[src/rtl/gb_issue_arbiter.sv]
// gb_issue_arbiter: round-robin scheduler that shares one gbprocessor between
// NUM_REQ instruction requesters. One instruction is in flight at a time. It is
// pulsed to the processor, and after RESULT_LAT cycles the probe is sampled and
// returned to its owner, tagged with the owner's index.
//
//   state   | meaning
//   --------+--------------------------------------------------------------
//   IDLE    | accepting: grant the round-robin winner when en=1
//   ISSUE   | proc_valid pulse with the latched instruction; load timer
//   WAIT    | counting down RESULT_LAT cycles of processor latency
//   CAPTURE | sample probe/owner into the response registers
module gb_issue_arbiter #(
  parameter int NUM_REQ    = 4,
  parameter int INSTR_W    = 8,
  parameter int PROBE_W    = 32,
  parameter int RESULT_LAT = 2,
  localparam int ID_W      = (NUM_REQ > 1) ? $clog2(NUM_REQ) : 1
) (
  input  logic                       clock,
  input  logic                       reset,
  input  logic                       en,
  input  logic [NUM_REQ-1:0]         req_valid,
  input  logic [NUM_REQ*INSTR_W-1:0] req_instr,
  output logic [NUM_REQ-1:0]         req_ready,
  output logic [INSTR_W-1:0]         proc_instruction,
  output logic                       proc_valid,
  input  logic [PROBE_W-1:0]         probe,
  output logic                       rsp_valid,
  output logic [ID_W-1:0]            rsp_id,
  output logic [PROBE_W-1:0]         rsp_probe,
  output logic                       busy
);

  typedef enum logic [1:0] {
    IDLE    = 2'd0,
    ISSUE   = 2'd1,
    WAIT    = 2'd2,
    CAPTURE = 2'd3
  } state_t;

  state_t              state;
  state_t              state_nx;
  logic [ID_W-1:0]     last;
  logic [ID_W-1:0]     owner;
  logic [INSTR_W-1:0]  instr_q;
  logic [3:0]          timer;
  logic [ID_W-1:0]     win_idx;
  logic                win_found;
  logic                grant_ok;

  // Round-robin search: first valid requester after the last winner, wrapping.
  always_comb begin
    logic [ID_W-1:0] cand;
    win_found = 1'b0;
    win_idx   = '0;
    cand      = '0;
    for (int k = 1; k <= NUM_REQ; k++) begin
      cand = ID_W'((int'(last) + k) % NUM_REQ);
      if (!win_found && req_valid[cand]) begin
        win_found = 1'b1;
        win_idx   = cand;
      end
    end
  end

  // A grant needs an idle arbiter, enable, a contender, and reset released, so
  // req_ready stays low while reset is held even if requesters are valid.
  always_comb begin
    grant_ok  = (state == IDLE) && en && win_found && reset;
    req_ready = '0;
    if (grant_ok) req_ready[win_idx] = 1'b1;
  end

  // State register.
  always_ff @(posedge clock or negedge reset) begin
    if (!reset) state <= IDLE;
    else        state <= state_nx;
  end

  // Next-state logic; a zero-latency build skips WAIT entirely.
  always_comb begin
    state_nx = state;
    case (state)
      IDLE:    if (grant_ok) state_nx = ISSUE;
      ISSUE:   state_nx = (RESULT_LAT == 0) ? CAPTURE : WAIT;
      WAIT:    if (timer == 4'd1) state_nx = CAPTURE;
      CAPTURE: state_nx = IDLE;
      default: state_nx = IDLE;
    endcase
  end

  // Datapath: grant latch, latency down-counter and response registers.
  always_ff @(posedge clock or negedge reset) begin
    if (!reset) begin
      last      <= ID_W'(NUM_REQ - 1);
      owner     <= '0;
      instr_q   <= '0;
      timer     <= '0;
      rsp_valid <= 1'b0;
      rsp_id    <= '0;
      rsp_probe <= '0;
    end else begin
      rsp_valid <= 1'b0;
      case (state)
        IDLE: begin
          if (grant_ok) begin
            instr_q <= req_instr[win_idx*INSTR_W +: INSTR_W];
            owner   <= win_idx;
            last    <= win_idx;
          end
        end
        ISSUE: timer <= 4'(RESULT_LAT);
        WAIT:  timer <= timer - 4'd1;
        CAPTURE: begin
          rsp_valid <= 1'b1;
          rsp_id    <= owner;
          rsp_probe <= probe;
        end
        default: ;
      endcase
    end
  end

  // Processor-facing and status outputs; the instruction holds between issues.
  always_comb begin
    proc_valid       = (state == ISSUE);
    proc_instruction = instr_q;
    busy             = (state != IDLE);
  end

endmodule
[config.mk]
export PLATFORM = sky130hd
export DESIGN_NAME = gb_issue_arbiter
export DESIGN_NICKNAME = d
export VERILOG_FILES = /design/src/rtl/gb_issue_arbiter.sv
export SDC_FILE = /design/constraint.sdc
export NUM_CORES = 1
export LEC_CHECK = 0
export CORE_ASPECT_RATIO = 2
export CORE_MARGIN = 2
export CORE_UTILIZATION = 41
export CTS_CLUSTER_DIAMETER = 150
export DETAILED_ROUTE_END_ITERATION = 10
export GPL_ROUTABILITY_DRIVEN = 0
export PLACE_DENSITY = 0.89
export SYNTH_ARGS = -nofsm -noshare
export SYNTH_HDL_FRONTEND = slang
export SYNTH_SLANG_ARGS = --single-unit
[constraint.sdc]
create_clock -name clock -period 2.4 [get_ports clock]
set_clock_uncertainty 0.1 [all_clocks]
set_input_delay 0.48 -clock clock [delete_from_list [all_inputs] [get_ports clock]]
set_output_delay 0.48 -clock clock [all_outputs]
set_load 0.01 [all_outputs]
**Word level (Yosys, flattened, before mapping)**

Index checks and enable logic that the tools add are counted.

- Logic and storage cells: 65
- Output and inout bits: 49
- Input bits: 71
- Register bits after elaboration: 53

- Equal/unequal tests: 6
- Shift-type cells: 1
- $lt $le $gt $ge: 6
- Multiplexer cells: 24
- Reduce and logical (&&, ||, !) cells: 15
- $add $sub $neg: 5

Operators with widths:

| kind | count |
|---|---|
| indexed part select 32 x 6 -> 8 bit | 1 |
| < comparator 2 x 3 -> 1 bit (second input constant) | 5 |
| 2-to-1 mux 2 bit | 6 |
| 2-to-1 mux 1 bit | 10 |
| binary-select mux 1 bit (select 2 bit) | 4 |
| one-hot mux 2 bit (4 select lines) | 1 |
| one-hot mux 4 bit (2 select lines) | 1 |
| logical AND 1 bit | 7 |
| adder 2 x 1 -> 2 bit (second input constant) | 2 |
| adder 2 bit (second input constant) | 2 |
| == test 2 bit (second input constant) | 2 |
| == test 4 x 1 -> 1 bit (second input constant) | 1 |
| 2-to-1 mux 4 bit | 1 |
| inequality test 2 bit (second input constant) | 2 |
| AND reduction 2 bit | 2 |
| nonzero test 2 bit | 2 |
| subtractor 4 x 1 -> 4 bit (second input constant) | 1 |
| logical NOT 1 bit | 3 |
| demux 1 bit (select 2 bit) | 1 |
| == test 2 x 1 -> 1 bit (second input constant) | 1 |
| >= comparator 2 x 1 -> 1 bit (second input constant) | 1 |
| logical NOT 2 bit | 1 |

**Longest topological paths before layout**

- Word-level depth: 18
- Depth in mapped cells: 7
- Gate-level depth less buffers: 6

**Least setup slack after synthesis**

OpenSTA, ideal clock, no wires.

- Kind: input port to output port
- Start: in req_valid[1]
- End: out req_ready[2]
- Stages on the path: 6
- Data arrival time: 1,585 ps
- Path buffers: 2
- Setup slack: 235 ps
- Path through: o21a_1 -> a221oi_2 -> buf_6 -> buf_12 -> nand2_1 -> nor3_1

- Longest elaborated chain between the ends: 17

Ends and longest elaborated chain:

| item | RTL line | text |
|---|---|---|
| from (decl) | 22 | `input logic [NUM_REQ-1:0] req_valid,` |
| binary-select mux 1 bit (select 2 bit) | 59 | `if (!win_found && req_valid[cand]) begin` |
| 2-to-1 mux 1 bit (implied by the code) | 59 |  |
| 2-to-1 mux 1 bit | 59 |  |
| logical NOT 1 bit | 59 |  |
| logical AND 1 bit | 59 |  |
| 2-to-1 mux 1 bit | 59 |  |
| logical NOT 1 bit | 59 |  |
| logical AND 1 bit | 59 |  |
| 2-to-1 mux 1 bit | 59 |  |
| logical NOT 1 bit | 59 |  |
| logical AND 1 bit | 59 |  |
| 2-to-1 mux 2 bit | 59 |  |
| < comparator 2 x 3 -> 1 bit (implied by the code) or >= comparator 2 x 1 -> 1 bit (tied branches) | 71 | `if (grant_ok) req_ready[win_idx] = 1'b1;` |
| logical AND 1 bit (implied by the code) | 71 |  |
| 2-to-1 mux 1 bit (implied by the code) | 71 |  |
| demux 1 bit (select 2 bit) | 71 |  |
| 2-to-1 mux 4 bit (*) | 71 |  |
| to (decl) | 24 | `output logic [NUM_REQ-1:0] req_ready,` |

Mark *: on every way between the ends. The rest lies on a longest branch, timed or not. The select of a mux whose other input is x is not followed.

**Worst setup path in the final report**

- Start: reg last[0]
- End: out req_ready[0]

- Longest elaborated chain between the ends: 18

Ends and longest elaborated chain:

| item | RTL line | text |
|---|---|---|
| from (decl) | 43 | `logic [ID_W-1:0] last;` |
| from (signal assigned) | 95 | `last <= ID_W'(NUM_REQ - 1);` |
| from (signal assigned) | 109 | `last <= win_idx;` |
| adder 2 x 1 -> 2 bit | 58 | `cand = ID_W'((int'(last) + k) % NUM_REQ);` |
| binary-select mux 1 bit (select 2 bit) | 59 |  |
| 2-to-1 mux 1 bit (implied by the code) | 59 |  |
| 2-to-1 mux 1 bit | 59 |  |
| logical NOT 1 bit | 59 |  |
| logical AND 1 bit | 59 |  |
| 2-to-1 mux 1 bit | 59 |  |
| logical NOT 1 bit | 59 |  |
| (+2 left out) | n/a |  |
| logical NOT 1 bit | 59 |  |
| logical AND 1 bit | 59 |  |
| 2-to-1 mux 2 bit | 59 |  |
| < comparator 2 x 3 -> 1 bit (implied by the code) or >= comparator 2 x 1 -> 1 bit (tied branches) | 71 |  |
| logical AND 1 bit (implied by the code) | 71 |  |
| 2-to-1 mux 1 bit (implied by the code) | 71 |  |
| demux 1 bit (select 2 bit) | 71 |  |
| 2-to-1 mux 4 bit (*) | 71 |  |

Marked as above.

==> results by group <==
Status
  – Status: complete, no violations

Floorplan
  – Row cnt: 40
  – Top-Level Pins: 120
  – Initial Utilization: 0.424
  – Die Ht: 115 µm
  – Placeable core region: roughly 0.006 mm²
  – Die Width: 59.7 µm
  – Die Area: 0.00689 mm²

Yosys
  – Largest family of logic cells by synthesized area: multiplexers
  – Seq/Total Area, Yosys: 0.522
  – Adder-Cell Fraction of Synth Area: 0.0344
  – Synth Area in Compound Gates: 0.0781
  – Syn avg cell area: between 10 and 15 µm²
  – Synth warn: 0
  – Dominant synthesized flop cell: dfrtp_1
  – Number of flops mapped to enable cells by yosys: 0
  – Post-synthesis simple-gate area fraction: 0.0658
  – XOR/XNOR Fraction of Synth Area: 0
  – Post-synth ARST share: 1.00
  – Multiplexer share of the synthesized area: 0.263
  – Cell variety after synth: 33
  – Netlist area before placement: 0.00255 mm²
  – Post-Syn Nets: around 280
  – Yosys reg bits: 53
  – Syn Inst Count: approximately 200

Timing
  – Worst hold slack: about 0.13 ns
  – Fin crit share: 0.964
  – Final Hold Viols: 0
  – Max_slew headroom: 0.710
  – Finish-stage setup viols: 0
  – Measured slew at the worst slew-check pin: ~0.44 ns
  – Setup TNS Final: 0 ns
  – Fmax: roughly 430 MHz
  – Final Slew Violations: 0
  – Final worst path period need: around 2.3 ns

Power and ir drop
  – Logic pwr share: 0.531
  – Internal power: around 3400 µW
  – Net switching power figure: ~1600 µW
  – VDD IR max: between 700 and 800 µV
  – Switching share of power: 0.316
  – Pwr Density: roughly 1200 mW/mm²
  – Reg power frac: 0.311
  – Power Total: around 5000 µW
  – Leak: roughly 0.0018 µW
  – Clock share of power: 0.158

Setup path
  – Reg2Reg Capture Point: proc_instruction[0]
  – RR Startpoint: last[0]
  – Critical path class: register to primary output
  – R2R cell count: 8
  – CP Buf/Inv Count: 1
  – Startpoint Class: register
  – CP endpoint kind: primary output
  – R2r setup slk: approximately 0.22 ns
  – Worst path arrival time: approximately 1.7 ns
  – Slowest stage cell, crit path: dfstp_2
  – Worst path required time: between 1.5 and 2 ns
  – Critical path peak fanout: 4
  – Top cell family by delay on the critical path: flip-flops
  – Worst path depth: 5
  – Worst stage delay on the critical path: 0.55 ns
  – Critical-path cell list: nor2b_1, a211o_1, and2_4, nor4_4, buf_2
  – Crit path launch: last[0]
  – CP Capture Point: req_ready[0]

Clock tree
  – H-tree depth: 2
  – CTS tree: yes
  – Worst-path clk slew: ~0.06 ns
  – CTS Sinks: 53
  – Number of CTS-inserted buffers: 5
  – Max Root-Sink Buffers: 2
  – Clk root buf: clkbuf_16
  – Hold_buf cts: 0
  – Clock latency on the worst-skew pair: 0.28 ns

Route
  – Post-route antenna net violation count: 0
  – DRT Wirelength: approximately 6000 µm
  – Number of vias per cell: 5.13
  – DRT iter0 DRCs: 30
  – DRC errors left: 0
  – Via count: ~2100
  – Iteration count of the initial detailed-routing pass: 4
  – DR WL/cell: roughly 15 µm

Layout
  – Final core occ: 0.681
  – Most common cell after layout, fill and taps aside: clkdlybuf4s50_1
  – Sequential Area: 0.00133 mm²
  – Area occupied by multi-input gates: about 0.0012 mm²
  – Area Growth Syn to Fin: 60.6%
  – Nets: approximately 410
  – Fillers: 453
  – Most frequent cells in the layout: clkdlybuf4s50_1, dfrtp_1, mux2_2
  – Layout cells sized above 1: 0.273
  – Antenna cells: 0

Global route
  – Number of global-route vias before repair: between 2000 and 2500
  – Global Route Usage Sum: 0.176
  – Overflow after GRT: 0
  – First-pass GRT wire length: roughly 9300 µm
  – Largest net degree at the start of global routing: 36
  – Initial antenna violation count: 0

Run
  – MaxCap Viol Count: 0

Placement
  – PortBufs: ~120
  – Detailed placement HPWL: 4810 µm

Min path
  – Hold Path Class: input port to asynchronous set/reset pin
final cells by class:
type | instances | area share
clock buffers | 6 | 0.0315
multi-input cells | 128 | 0.285
well taps | 63 | 0.0193
clock inverters | 2 | 0.00948
flip-flops and latches | 53 | 0.325
inverters | 9 | 0.00826
repair buffers | 139 | 0.322
cell usage after synthesis, types with 2 or more instances:
| master | n | area (µm²) |
|---|---|---|
| mux2_2 | 36 | 405 |
| nor3_1 | 4 | 20.0 |
| mux2i_1 | 16 | 160 |
| nor2_1 | 6 | 22.5 |
| inv_1 | 9 | 33.8 |
| a211o_1 | 2 | 17.5 |
| buf_1 | 3 | 11.3 |
| nand2_1 | 14 | 52.6 |
| clkbuf_1 | 3 | 11.3 |
| o21ai_2 | 7 | 61.3 |
| o21ai_0 | 7 | 35.0 |
| ha_1 | 7 | 87.6 |
| mux2_4 | 7 | 105 |
| dfrtp_1 | 51 | 1280 |
| dfstp_2 | 2 | 52.6 |
| o21a_1 | 4 | 30.0 |
| nand3_1 | 5 | 25.0 |
what timing repair did:
item,4_1_cts,5_1_grt
resized for setup,24,3
pin swaps,4,4
setup endpoints to repair,4,5
setup buffers,1,0
power groups by stage:
| stage | Sequential [µW] | Combinational (µW) | Clock (µW) |
|---|---|---|---|
| after floorplan | 1750 | 1270 | 0 |
| after global placement | 1550 | 2590 | 0 |
| after detailed placement | 1580 | 2670 | 0 |
| after CTS | 1560 | 2690 | 816 |
| after global routing | 1610 | 2880 | 848 |
| final | 1560 | 2660 | 792 |
per-stage QoR:
stage          setup slack (ns)  std cells  cell area (µm²)
2_1_floorplan             0.235        199             2550
3_3_place_gp             -0.560        391             3910
4_1_cts                 -0.0228        400             4080
3_5_place_dp             -0.663        391             3910
5_1_grt                 -0.0197        400             4090
6_report                 0.0863        400             4090
kinds of logic (layout without fill, tap and decap cells):
group,count (synthesis),in the layout
adders and majority gates,7,7
DFF,53,53
AOI/OAI and AO/OA,26,26
muxes,59,59
and+or+nand+nor,36,36
buffers and inverters,18,156
per-layer routing:
| metal | up-vias | track usage | part of all wire |
|---|---|---|---|
| met4 | 0 | 0.0726 | 0.015 |
| met1 | 993 | 0.169 | 0.33 |
| li1 | 973 | - | - |
| met3 | 7 | 0.0313 | 0.047 |
| met2 | 80 | 0.345 | 0.61 |
| met5 | - | 0 | 0 |
flip-flops by register name, summed over array words and instances, names as in the netlist:
name	cells
rsp_id	2
state	2
rsp_probe	32
timer	4
owner	2
last	2
rsp_valid	1
proc_instruction	8
worst register-to-register path: cells and delay by family, from the launching register on:
family | cells | cell delay, ns
muxes | 2 | 0.41
and+or+nand+nor | 1 | 0.06
buffers and inverters | 3 | 0.58
AOI/OAI and AO/OA | 2 | 0.41
DFF | 1 | 0.55
worst min-delay path by stage:
stage / startpoint / end / slack (ns) / depth (start not counted)
after floorplan: reset / owner[0] / 0.08 / 0
final: reset / owner[1] / 0.13 / 2
after detailed placement: proc_instruction[3] / proc_instruction[3] / 0.37 / 2
after global routing: reset / proc_instruction[3] / 0.14 / 2
after global placement: proc_instruction[3] / proc_instruction[3] / 0.36 / 2
after CTS: reset / proc_instruction[3] / 0.12 / 2
Note: power is estimated with default switching activity, not from simulation.
==> variant 1: new RTL, config.mk and constraints unchanged <==
The parameter `NUM_REQ` goes from 4 to 16.
--- a/src/rtl/gb_issue_arbiter.sv
+++ b/src/rtl/gb_issue_arbiter.sv
@@ -10,7 +10,7 @@
 //   WAIT    | counting down RESULT_LAT cycles of processor latency
 //   CAPTURE | sample probe/owner into the response registers
 module gb_issue_arbiter #(
-  parameter int NUM_REQ    = 4,
+  parameter int NUM_REQ    = 16,
   parameter int INSTR_W    = 8,
   parameter int PROBE_W    = 32,
   parameter int RESULT_LAT = 2,
Ports: changed (resized req_instr, req_ready, req_valid and rsp_id); port bits go from 120 to 242. The function was not compared with the original's and may differ.
==> variant 1 against the unedited design <==
  * The flow now finishes with violations (setup timing)
  * Hold slack better by 210 ps
  * Area after synthesis up 130%
  * Cell count grew to 3.0 times the old value
  * Sequential share of layout area shrank 19 points
  * Critical path type unchanged
  * Final area grew to 2.7 times the old value
  * Sequential cell count rose by 6
  * Wire length grew to 4.9 times the old value
  * Worst setup slack got worse by 2900 ps
  * Die area increased by 120%
Power is left out: the tool's default activity adds up to more than one toggle a clock period on the data nets, which glitch-free logic cannot reach.
==> variant 1: results (changes against the unedited design) <==
| Metric | Value |
|---|---|
| Status | `finished, violations left` |
| Failing checks | `setup timing` |
| Ys async rst share | `100.0% (unchanged)` |
| Slowest cell on the critical path | `mux4_2` |
| Initial DRT Pass Iterations | `6 (+2)` |
| Vias/cell | `6.192 (+21%)` |
| DRT iter0 DRCs | `570 (+1800%)` |
| Antenna diodes | `0 (unchanged)` |
| Most flops, register | `rsp_probe` |
| Ys flop type | `dfrtp_1` |
| Number of antenna violations at the first check in global routing | `0 (unchanged)` |
| Total track usage | `35.60% (+18 points)` |
| Synthesized area per cell | `9.803 um2 (-23%)` |
| Max incr delay on CP | `640 ps (+90 ps)` |
| Root buf cell | `clkbuf_16` |
| Largest cells by area after synthesis | `dfrtp_1 (23%), mux4_2 (13%), mux2_2 (8.4%)` |
| Share of layout cells above drive strength 1 | `38.75% (+11 points)` |
| Vias in the first global route | `7574 (+260%)` |
| CP Max Fanout | `5 (+1)` |
| Clk_lat worst skew | `330 ps (+50 ps)` |
| Yosys cell types | `63 (+91%)` |
| Reg clk slew, reported paths | `50 ps` |
| Detailed Place HPWL | `19.99 mm (+320%)` |
| # placed instances | `1128 (+190%)` |
| Post-synthesis sequential area ratio | `24.98% (-27 points)` |
| Final instance count without filler cells | `1196 (+200%)` |
| Num CTS Buffers | `9 (+4)` |
| Top delay family on crit path | `compound AO/OA/AOI/OAI gates` |
| Largest net degree at the start of global routing | `60 (+67%)` |
| Max reg flops | `32 (unchanged)` |
| DP Area | `9672 um2 (+150%)` |
| Worst Setup Slack, final | `-2770 ps (-2856 ps)` |
| Worst Tran Pin Value | `753.7 ps (+318.1 ps)` |
| Worst endpoint required time | `1820 ps (about the same)` |
| Final setup vio count | `34 (+34)` |
| Post-Syn Nets | `798 (+190%)` |
| First-pass GRT wire length | `41.35 mm (+340%)` |
| I/O Buffers | `241 (+100%)` |
| Top cells by count, synth | `dfrtp_1 (55), nand2_1 (55), mux2_2 (44), mux2i_1 (44), a211oi_1 (36)` |
| Worst Hold Class | `input port to asynchronous set/reset pin` |
| Routed wire length | `29.27 mm (+390%)` |
| H-tree depth | `3 (+1)` |
| Ys Warns | `0 (unchanged)` |
| Maximum clock path buffer count | `2 (unchanged)` |
[variant 1: worst paths after layout]
kind	startpoint	to	slack [ps]	depth (start not counted)
worst max register to register	last[0]	proc_instruction[5]	-2640	21
min in group clock	proc_instruction[1]	proc_instruction[1]	380	1
max in group asynchronous	reset	rsp_probe[16]	1370	2
worst min-delay path	reset	rsp_id[2]	330	2
worst max-delay path	last[1]	req_ready[1]	-2770	14
worst min register to register	proc_instruction[1]	proc_instruction[1]	380	1
[variant 1: cells by family after synthesis]
group | share of synthesized area [%]
compound gates | 25.17
simple gates | 10.65
mux | 29.26
buf+inv | 5.654
flops | 24.98
fa+ha+maj | 2.954
xor+xnor | 1.329
[variant 1: layout make-up]
type,count,area [um2]
multi-input combinational,471,4551
timing repair buffer,435,4255
fill,904,3321
sequential,59,1481
tap,192,240.2
clock buffer,10,239.0
inverter,24,108.9
clock inverter,5,77.57
[variant 1: routing by layer]
metal / global-route usage [%] / routed length [um]
met3: 10.45 / 2551
met2: 61.13 / 14830
met5: 0 / 0
met4: 20.46 / 2311
met1: 37.25 / 9577
[variant 1: repair_timing]
action	in CTS	in global routing
setup endpoints to repair	35	35
gates cloned	5	2
gates resized for setup	151	36
setup buffers	28	21
pin swaps	36	20
[variant 1: per-stage QoR]
step / worst slack [ps] / util [%] / TNS (ps) / hold WS (ps)
after detailed placement: -2866 / 67.76 / -83950 / 364.2
final: -2770 / 76.74 / -82090 / 332.3
after global routing: -2868 / 76.74 / -85270 / 397.3
after global placement: -2789 / 67.76 / -81130 / 355.2
after CTS: -2515 / 74.29 / -73100 / 351.2
after floorplan: -2536 / - / -73940 / 84.41
==> variant 2: new RTL, same settings <==
Without the edit above. The 4 states of `state_t` get a one-hot encoding in 4 bits.
--- a/src/rtl/gb_issue_arbiter.sv
+++ b/src/rtl/gb_issue_arbiter.sv
@@ -31,11 +31,11 @@
   output logic                       busy
 );
 
-  typedef enum logic [1:0] {
-    IDLE    = 2'd0,
-    ISSUE   = 2'd1,
-    WAIT    = 2'd2,
-    CAPTURE = 2'd3
+  typedef enum logic [3:0] {
+    IDLE    = 4'b0001,
+    ISSUE   = 4'b0010,
+    WAIT    = 4'b0100,
+    CAPTURE = 4'b1000
   } state_t;
 
   state_t              state;
Behaviour: no difference found for any inputs over 10 cycles, from zero or initial values and one cycle with reset low; not proved beyond that.
==> variant 2 against the unedited design <==
  * Wire length rose by 13%
  * Critical path type unchanged
  * Worst setup slack worse by 44 ps
  * Final area up 0.73%
  * Area after synthesis up 2.2%
  * Sequential cell count rose by 2
  * Non-clock buffer count fell by 4
  * Global-route usage increased by 2.0 points
Power is not compared: it rests on default switching activity, and its combinational part moved more than twofold at a synthesized area within 25%.
==> variant 2: results (changes against the unedited design) <==
| Metric | Value |
|---|---|
| Status | `finished, final reports clean` |
| Slew HR | `54.87% (-16 points)` |
| CP Max Fanout | `3 (-1)` |
| Dpl ws | `-631.9 ps (+31.34 ps)` |
| Int Pwr | `0.002148 W` |
| Wire per inst | `15.98 um (+7.8%)` |
| DRT iter0 DRCs | `49 (+63%)` |
| Most flops, register | `rsp_probe` |
| Post-Syn Nets | `274 (-1.1%)` |
| Final min period | `2357 ps (+43.63 ps)` |
| DP Area | `3926 um2 (+0.51%)` |
| Slowest cell on the critical path | `dfstp_2` |
| Largest net degree at the start of global routing | `56 (+56%)` |
| Peak VDD IR | `0.0005983 V` |
| Antenna diodes | `0 (unchanged)` |
| H-tree depth | `2 (unchanged)` |
| Yosys cell types | `39 (+18%)` |
| Maximum clock path buffer count | `2 (unchanged)` |
| Reg clk slew, reported paths | `60 ps (about the same)` |
| Largest cells by area after synthesis | `dfrtp_1 (50%), mux2_2 (18%), mux2i_1 (9.2%)` |
| Detailed Place HPWL | `5.090 mm (+5.8%)` |
| Num CTS Buffers | `5 (unchanged)` |
| Via count | `2116 (+3.1%)` |
| I/O Buffers | `119 (unchanged)` |
| Ys async rst share | `100.0% (unchanged)` |
| Top cells by count, synth | `dfrtp_1 (52), mux2_2 (41), mux2i_1 (24), a21oi_1 (8), nor2_1 (7)` |
| Ys Warns | `0 (unchanged)` |
| Clk_lat worst skew | `290 ps` |
| Worst Hold Class | `input port to asynchronous set/reset pin` |
| Initial DRT Pass Iterations | `4 (unchanged)` |
| Share of layout cells above drive strength 1 | `24.62% (-2.7 points)` |
| Vias/cell | `5.050 (-1.6%)` |
| # placed instances | `409 (+4.6%)` |
| CP arrival | `1780 ps (+50 ps)` |
| Min Hold Slack | `230.9 ps (+104.8 ps)` |
| Synthesized area per cell | `12.95 um2 (+1.2%)` |
| Max reg flops | `32 (unchanged)` |
| Top delay family on crit path | `flip-flops` |
| Total track usage | `19.66% (+2.0 points)` |
| Total leakage power | `1.876 nW` |
| Final setup vio count | `0 (unchanged)` |
| Root buf cell | `clkbuf_16` |
| Number of antenna violations at the first check in global routing | `0 (unchanged)` |
| Max incr delay on CP | `570 ps (+20 ps)` |
| Reg2Reg Setup Slack | `200 ps (-20 ps)` |
| Post-synthesis sequential area ratio | `53.03% (+0.84 points)` |
| Vias in the first global route | `2272 (+7.2%)` |
| First-pass GRT wire length | `10.48 mm (+13%)` |
==> variant 2: worst paths after layout <==
kind | depth (start not counted) | startpoint | endpoint
min reg2reg | 1 | rsp_probe[19] | rsp_probe[19]
max in group asynchronous | 2 | reset | proc_instruction[7]
min in group clock | 1 | rsp_probe[19] | rsp_probe[19]
max reg2reg | 7 | last[0] | proc_instruction[0]
max | 6 | last[0] | req_ready[3]
min | 2 | reset | owner[1]
==> variant 2: final cells by class <==
cell class	count	area [um2]
Sequential cell	55	1380
Clock buffer	7	132.6
Inverter	6	22.52
Tap cell	86	107.6
Clock inverter	1	30.03
Timing Repair Buffer	135	1286
Multi-Input combinational cell	129	1161
Fill cell	458	2087
==> variant 2: through the flow <==
step           utilization [%]  setup TNS [ps]  power (W)
6_report                 66.38               0   0.002935
5_1_grt                  66.38          -20.39   0.003085
4_1_cts                  66.34               0   0.002958
3_5_place_dp             63.25           -4672   0.002108
3_3_place_gp             63.25           -3807   0.002066
2_1_floorplan                -               0   0.001671
==> variant 2: power groups by stage <==
stage                     combinational (W)  clock (W)  sequential, W
final                              0.000995   0.000793        0.00115
after global routing                0.00107   0.000854        0.00116
after CTS                          0.000990   0.000819        0.00115
after detailed placement           0.000944          0        0.00116
after global placement             0.000916          0        0.00115
after floorplan                    0.000479          0        0.00119
==> variant 2: worst register-to-register path, delay by kind of cell (launching register included) <==
kind	cells	cell delay, ps
AO/OA/AOI/OAI	1	320
AND/OR/NAND/NOR	1	60
multiplexers	3	610
flip-flops	1	570
buffers and inverters	2	420
==> variant 2: what timing repair did <==
item	4_1_cts	5_1_grt
buffers inserted	2	0
resized for setup	20	6
endpoints found under the setup margin	12	5
pin swaps	4	2
==> variant 2: kinds of logic after synthesis <==
group / count (synthesis) / share of synthesized area [%]
buffers and inverters: 17 / 4.183
AOI/OAI and AO/OA: 25 / 6.202
DFF: 55 / 53.03
muxes: 66 / 27.40
adders and majority gates: 2 / 0.9614
xor gates and xnor gates: 1 / 0.3366
and+or+nand+nor: 35 / 7.885
==> variant 2: routing by layer <==
metal	share of wire [%]	track usage (%)	up-vias
met5	0	0	-
met3	11	8.084	7
met2	52	34.28	110
met1	36	20.54	1021
li1	-	-	978
met4	1.2	7.111	0
